## config.mk

```make
export PLATFORM = sky130hd
export DESIGN_NAME = mips_bus_memory_responder_flat
export DESIGN_NICKNAME = d
export VERILOG_FILES = /design/src/rtl/mips_bus_pkg.sv /design/src/rtl/mips_bus_memory_responder_if.sv /design/src/rtl/mips_bus_ram_array.sv /design/src/rtl/mips_bus_memory_responder.sv /design/src/flat_wrapper.sv
export SDC_FILE = /design/constraint.sdc
export NUM_CORES = 2
export LEC_CHECK = 0
export CORE_UTILIZATION = 50
export DETAILED_ROUTE_END_ITERATION = 6
export PLACE_DENSITY = 0.66
export SYNTH_ARGS = -nofsm -noshare
export SYNTH_HDL_FRONTEND = slang
export SYNTH_SLANG_ARGS = --single-unit
```

## constraint.sdc

```tcl
create_clock -name clk -period 3.7 [get_ports clk]
set_input_delay 0.555 -clock clk [delete_from_list [all_inputs] [get_ports clk]]
set_output_delay 0.555 -clock clk [all_outputs]
set_load 0.005 [all_outputs]
```

## src/rtl/mips_bus_pkg.sv

```systemverilog
// Shared types and helpers for the mips_cpu_bus memory responder.
// Holds the handshake state encoding and the byte-lane merge rule.
package mips_bus_pkg;

  typedef enum logic [1:0] {
    IDLE,
    WAIT,
    ACCEPT
  } state_e;

  localparam int BYTE_LANES = 4;
  localparam logic [31:0] RESET_VECTOR = 32'hBFC00000;

  // An all-zero enable is the CPU's legacy sw encoding and writes the whole word.
  function automatic logic [31:0] merge_bytes(input logic [31:0] old,
                                              input logic [31:0] wdata,
                                              input logic [BYTE_LANES-1:0] be);
    logic [31:0] res;
    res = old;
    for (int i = 0; i < BYTE_LANES; i++) begin
      if (be == '0 || be[i]) begin
        res[8*i +: 8] = wdata[8*i +: 8];
      end
    end
    return res;
  endfunction

endpackage

```

## src/rtl/mips_bus_memory_responder_if.sv

```systemverilog
// mips_cpu_bus memory-side signal bundle; the CPU is the master, the RAM is the slave.
interface mips_bus_memory_responder_if;

  logic [31:0] address;
  logic        write;
  logic        read;
  logic        waitrequest;
  logic [31:0] writedata;
  logic [3:0]  byteenable;
  logic [31:0] readdata;
  logic        fault;

  modport master (
    output address, write, read, writedata, byteenable,
    input  waitrequest, readdata, fault
  );

  modport slave (
    input  address, write, read, writedata, byteenable,
    output waitrequest, readdata, fault
  );

endinterface

```

## src/rtl/mips_bus_ram_array.sv

```systemverilog
// Single-port word RAM with per-lane write mask and a registered read port.
// Contents are not reset; only the read register is.
module mips_bus_ram_array
  import mips_bus_pkg::*;
#(
  parameter int DEPTH_WORDS = 64,
  parameter int IDX_W       = $clog2(DEPTH_WORDS)
) (
  input  logic                  clk,
  input  logic                  reset,
  input  logic                  rdEn_i,
  input  logic                  rdZero_i,
  input  logic                  wrEn_i,
  input  logic [IDX_W-1:0]      idx_i,
  input  logic [BYTE_LANES-1:0] wmask_i,
  input  logic [31:0]           wdata_i,
  output logic [31:0]           rdata_o
);

  logic [31:0] mem_q [DEPTH_WORDS];
  logic [31:0] rdata_q;

  always_ff @(posedge clk) begin
    if (wrEn_i) begin
      mem_q[idx_i] <= merge_bytes(mem_q[idx_i], wdata_i, wmask_i);
    end
  end

  // Halt fetches and out-of-range reads load zero instead of a memory word.
  always_ff @(posedge clk or posedge reset) begin
    if (reset) begin
      rdata_q <= '0;
    end else if (rdEn_i) begin
      rdata_q <= rdZero_i ? '0 : mem_q[idx_i];
    end
  end

  assign rdata_o = rdata_q;

endmodule

```

## src/rtl/mips_bus_memory_responder.sv

```systemverilog
// Bus responder: wait-state FSM, address decode and sticky fault around the RAM array.
// Word 0 sits at BASE_ADDR; address 0 is the CPU halt fetch and is silently absorbed.
module mips_bus_memory_responder
  import mips_bus_pkg::*;
#(
  parameter logic [31:0] BASE_ADDR   = RESET_VECTOR,
  parameter int          DEPTH_WORDS = 64,
  parameter int          WAIT_CYCLES = 0
) (
  input  logic                        clk,
  input  logic                        reset,
  mips_bus_memory_responder_if.slave  bus
);

  localparam int IdxW = (DEPTH_WORDS > 1) ? $clog2(DEPTH_WORDS) : 1;

  state_e      state_q, state_d;
  logic [3:0]  waitCnt_q, waitCnt_d;
  logic        fault_q, fault_d;
  logic        request, accept, waitReq;
  logic [31:0] wordIdx;
  logic        isHalt, inRange;
  logic        doRead, doWrite;
  logic [31:0] rdata;

  assign request = bus.read | bus.write;
  assign wordIdx = (bus.address - BASE_ADDR) >> 2;
  assign isHalt  = (bus.address == '0);
  assign inRange = (wordIdx < 32'(DEPTH_WORDS));

  always_ff @(posedge clk or posedge reset) begin
    if (reset) begin
      state_q   <= IDLE;
      waitCnt_q <= '0;
    end else begin
      state_q   <= state_d;
      waitCnt_q <= waitCnt_d;
    end
  end

  // The presenting cycle counts as the first stall, so WAIT covers WAIT_CYCLES-1 more.
  always_comb begin
    state_d   = state_q;
    waitCnt_d = waitCnt_q;
    if (WAIT_CYCLES == 0) begin
      state_d   = IDLE;
      waitCnt_d = '0;
    end else begin
      case (state_q)
        IDLE: begin
          if (request) begin
            waitCnt_d = 4'(WAIT_CYCLES - 1);
            state_d   = (WAIT_CYCLES == 1) ? ACCEPT : WAIT;
          end
        end
        WAIT: begin
          if (!request) begin
            state_d   = IDLE;
            waitCnt_d = '0;
          end else begin
            waitCnt_d = waitCnt_q - 4'd1;
            if (waitCnt_q <= 4'd1) begin
              state_d = ACCEPT;
            end
          end
        end
        ACCEPT: begin
          state_d   = IDLE;
          waitCnt_d = '0;
        end
        default: begin
          state_d   = IDLE;
          waitCnt_d = '0;
        end
      endcase
    end
  end

  always_comb begin
    waitReq = 1'b0;
    accept  = 1'b0;
    if (WAIT_CYCLES == 0) begin
      accept = request;
    end else begin
      case (state_q)
        IDLE:    waitReq = request;
        WAIT:    waitReq = 1'b1;
        ACCEPT:  accept  = request;
        default: waitReq = 1'b0;
      endcase
    end
  end

  // A simultaneous read+write performs only the write and always flags fault.
  assign doRead  = accept & bus.read & ~bus.write;
  assign doWrite = accept & bus.write & inRange & ~isHalt;
  assign fault_d = fault_q | (accept & ((bus.read & bus.write) | (~isHalt & ~inRange)));

  always_ff @(posedge clk or posedge reset) begin
    if (reset) begin
      fault_q <= 1'b0;
    end else begin
      fault_q <= fault_d;
    end
  end

  mips_bus_ram_array #(
    .DEPTH_WORDS (DEPTH_WORDS),
    .IDX_W       (IdxW)
  ) ramArray (
    .clk      (clk),
    .reset    (reset),
    .rdEn_i   (doRead),
    .rdZero_i (isHalt | ~inRange),
    .wrEn_i   (doWrite),
    .idx_i    (wordIdx[IdxW-1:0]),
    .wmask_i  (bus.byteenable),
    .wdata_i  (bus.writedata),
    .rdata_o  (rdata)
  );

  assign bus.waitrequest = waitReq;
  assign bus.readdata    = rdata;
  assign bus.fault       = fault_q;

endmodule
```

## src/flat_wrapper.sv

```systemverilog
// flat-port wrapper written by rule: the top's interface ports become plain ports
module mips_bus_memory_responder_flat import mips_bus_pkg::*;
#(
  parameter logic [31:0] BASE_ADDR   = RESET_VECTOR,
  parameter int          DEPTH_WORDS = 64,
  parameter int          WAIT_CYCLES = 0
)
  (clk, reset, bus_address, bus_write, bus_read, bus_writedata, bus_byteenable, bus_waitrequest, bus_readdata, bus_fault);
  mips_bus_memory_responder_if bus_i ();
  input  logic clk;
  input  logic reset;
  input wire logic [$bits(bus_i.address)-1:0] bus_address;
  input wire logic [$bits(bus_i.write)-1:0] bus_write;
  input wire logic [$bits(bus_i.read)-1:0] bus_read;
  input wire logic [$bits(bus_i.writedata)-1:0] bus_writedata;
  input wire logic [$bits(bus_i.byteenable)-1:0] bus_byteenable;
  output wire logic [$bits(bus_i.waitrequest)-1:0] bus_waitrequest;
  output wire logic [$bits(bus_i.readdata)-1:0] bus_readdata;
  output wire logic [$bits(bus_i.fault)-1:0] bus_fault;
  assign bus_i.address = bus_address;
  assign bus_i.write = bus_write;
  assign bus_i.read = bus_read;
  assign bus_i.writedata = bus_writedata;
  assign bus_i.byteenable = bus_byteenable;
  assign bus_waitrequest = bus_i.waitrequest;
  assign bus_readdata = bus_i.readdata;
  assign bus_fault = bus_i.fault;
  mips_bus_memory_responder #(.BASE_ADDR(BASE_ADDR), .DEPTH_WORDS(DEPTH_WORDS), .WAIT_CYCLES(WAIT_CYCLES)) u_core (.clk(clk), .reset(reset), .bus(bus_i));
endmodule
```

==> run metrics <==
Post-Syn Instances=4,497; die area=0.160 mm²; fin crit share=1.02; sequential fraction of the synthesis area=0.787; sw frac=0.229; top_reg_cell synth=edfxtp_1; CP peak stage delay=1.03 ns; CP Cell Sequence=clkdlybuf4s50_1 -> buf_12 -> nor2b_1 -> nand3b_1 -> buf_4 -> buf_4 -> o22ai_1 -> nor3_1 -> o211ai_1 -> a211oi_2 -> buf_12 -> o21ai_0; Final Cell Area=0.0970 mm²; Synth Area per Inst=17.6 µm²; pwr dens=520 mW/mm²; RSZ-0062 raised after global routing=false; Setup Skew=0.0456 ns; slowest CP cell=o21ai_0; r2r worst-path depth=7; RD Place Congestion=0.956; EDFF count, synth=2,048; Final nets=5,233; Critical path origin=bus_address[6]; Net Count, Synth=4,569; # IOs=106; largest net degree at the start of global routing=66; LEAKAGE=31.1 nW; Final Critical Period=3.78 ns; H-tree levels=4; Area after DPL=0.0906 mm²; Mapped Area=0.0792 mm²; vias in the first global route=50,017; combinational power share=0.078; router iterations before antenna repair=6; CP required=4.32 ns; R2R setup slack=0.64 ns; Clock power frac=0.398; CP endpoint=u_core.ramArray.rdata_o[18]; Detailed Route Iter0 Violations=10,260; gr usage total=0.386; Synthesis Warnings=0; Slew @ Worst Pin=1.36 ns; CTS Buf Count=201; P_sw=11.6 mW; Clock Tree Buf Depth=3; Row Count=145; critical path class=input port to register; final hold slack=0.279 ns; post-DR wirelength/cell=42.1 µm; CTS tree=done; Via-to-Cell Ratio=7.27; initial core utilization=0.505; Synth-to-Final Area Change=22.5%; Max Fclk=0.264 GHz; initial antenna violation count=20; CTS resizes=0; port buffer count=104; Yosys reg bits=2,081; final wirelength=311 mm; setup bufs post-CTS=0; global-route wire length before repair=415 mm; DP Cell Count=7,016; crit end category=register; Post-CTS Hold Buffers=0; vias=53,711; Setup TNS Final=-0.0819 ns; slew margin rel.=0.0832; non-filler cells, final=7,392; clk slew on worst S/H paths=0.06 ns; Critical R2R Capture=u_core.ramArray.rdata_o[18]; max cap viols=0; worst hold path class=input port to asynchronous set/reset pin; clock latency on the worst-skew pair=0.88 ns; Detail Route Antenna Nets=0; HPWL Detailed=190 mm; final setup margin=-0.0819 ns; Startpoint Class=input port; r2r startpoint=u_core.ramArray.mem_q[51][18]; failing checks=negative setup slack; power share of the sequential group=0.524; # DRC=0; core area=0.157 mm²; clk sink count=2,081; VDD IR max=475 µV; Netlist cell types=76; grt total ovfl=0; arrival time worst endpoint=4.40 ns; Max Fanout on Critical Path=14; Die Width=400 µm; Core Util, Final=0.619; share of cells above drive strength 1=0.233; Fin. Hold Viols=0; ys async rst share=0.0159; root buffer cell=clkbuf_16; Slew Viols, Final=0; internal power=38.9 mW; outcome=complete, but fails checks; final setup violation count=1; Die Ht=400 µm
-- through the flow --
stage	power (mW)	worst slack, ns
3_5_place_dp	30.7	-0.567
2_1_floorplan	28.6	-0.0268
5_1_grt	51.4	0.0977
3_3_place_gp	30.6	-0.557
6_report	50.5	-0.0819
4_1_cts	50.3	0.289
-- cells in the final DEF (no fill, tap or decap), types with 7 or more instances in the layout --
cell | netlist | routed
a211oi_1 | 16 | 15
a21oi_1 | 113 | 89
a21oi_4 | 0 | 24
a221o_1 | 25 | 25
a221oi_1 | 170 | 170
a22o_1 | 21 | 21
a22oi_1 | 508 | 508
buf_12 | 0 | 265
buf_4 | 20 | 417
bufinv_16 | 0 | 9
clkbuf_1 | 95 | 56
clkbuf_16 | 0 | 204
clkbuf_8 | 0 | 17
clkdlybuf4s50_1 | 0 | 99
clkinv_1 | 1 | 29
clkinv_2 | 0 | 39
dfrtp_1 | 33 | 33
diode_2 | 0 | 9
edfxtp_1 | 2048 | 2048
mux2_2 | 83 | 83
mux2i_1 | 128 | 128
mux4_2 | 64 | 64
nand2_1 | 135 | 132
nand3_1 | 17 | 16
nand4_1 | 7 | 7
nor2_1 | 188 | 119
nor2_4 | 0 | 69
nor2b_1 | 12 | 7
nor3_1 | 50 | 50
nor4_1 | 46 | 46
o211ai_1 | 14 | 14
o21ai_0 | 111 | 111
o221ai_1 | 20 | 20
o22ai_1 | 251 | 251
o2bb2ai_1 | 7 | 7
-- per-layer routing --
layer	up-vias	share of wire	global-route usage
met5	-	0.00039	0
met4	16	0.068	0.213
met3	1044	0.17	0.142
met2	5621	0.42	0.550
met1	26898	0.34	0.515
li1	20132	-	-
-- sequential cells by signal, summed over array words and instances (netlist names) --
signal / flops
u_core.ramArray.mem_q: 2048
u_core.ramArray.rdata_o: 32
u_core.bus.fault: 1
-- logic make-up (layout without fill, tap and decap cells) --
family	Yosys count	count (layout)	synth area share
flops	2081	2081	0.787
mux	277	277	0.0465
simple gates	508	508	0.0296
buf+inv	330	1158	0.0199
other cells	1	10	0.0000473
compound gates	1299	1299	0.117
fa+ha+maj	1	1	0.000126
-- worst max-delay path: cells and delay by family --
family                 cells  cell delay [ns]
buffers and inverters      5             1.36
and+or+nand+nor            3             1.04
AOI/OAI and AO/OA          4             1.42
-- worst min-delay path by stage --
stage | startpoint | end | slack (ns) | depth (start not counted)
final | reset | u_core.ramArray.rdata_o[14] | 0.28 | 2
after global routing | reset | u_core.ramArray.rdata_o[25] | 0.29 | 2
after global placement | u_core.bus.fault | u_core.bus.fault | 0.45 | 1
after floorplan | u_core.bus.fault | u_core.bus.fault | 0.46 | 1
after CTS | reset | u_core.bus.fault | 0.25 | 2
after detailed placement | u_core.bus.fault | u_core.bus.fault | 0.46 | 1
-- cells in the mapped netlist (33+ instances only) --
cell / count / share of area
dfrtp_1: 33 / 0.010
a221oi_1: 170 / 0.019
mux2i_1: 128 / 0.016
nor3_1: 50 / 0.0032
mux4_2: 64 / 0.018
buf_2: 135 / 0.0085
nor4_1: 46 / 0.0036
a21oi_1: 113 / 0.0071
nand2_1: 135 / 0.0064
clkbuf_1: 95 / 0.0045
edfxtp_1: 2048 / 0.78
mux2_2: 83 / 0.012
buf_1: 62 / 0.0029
a22oi_1: 508 / 0.048
o21ai_0: 111 / 0.0070
o22ai_1: 251 / 0.020
nor2_1: 188 / 0.0089
-- power by group through the flow --
stage	Sequential [mW]	Combinational (mW)	Clock, mW
2_1_floorplan	27.0	1.64	0
3_3_place_gp	26.9	3.72	0
3_5_place_dp	26.9	3.79	0
4_1_cts	26.4	3.81	20.1
5_1_grt	26.4	4.02	21.0
6_report	26.4	3.95	20.1
-- layout make-up --
cell class	count	area [µm²]
fill	11072	59700
timing repair buffer	786	9480
inverter	5	25.0
clock inverter	91	886
antenna	9	22.5
clock buffer	276	5540
tap	2058	2570
multi-input combinational	2086	16200
sequential	2081	62300
Note: power is estimated with default switching activity, not from simulation.
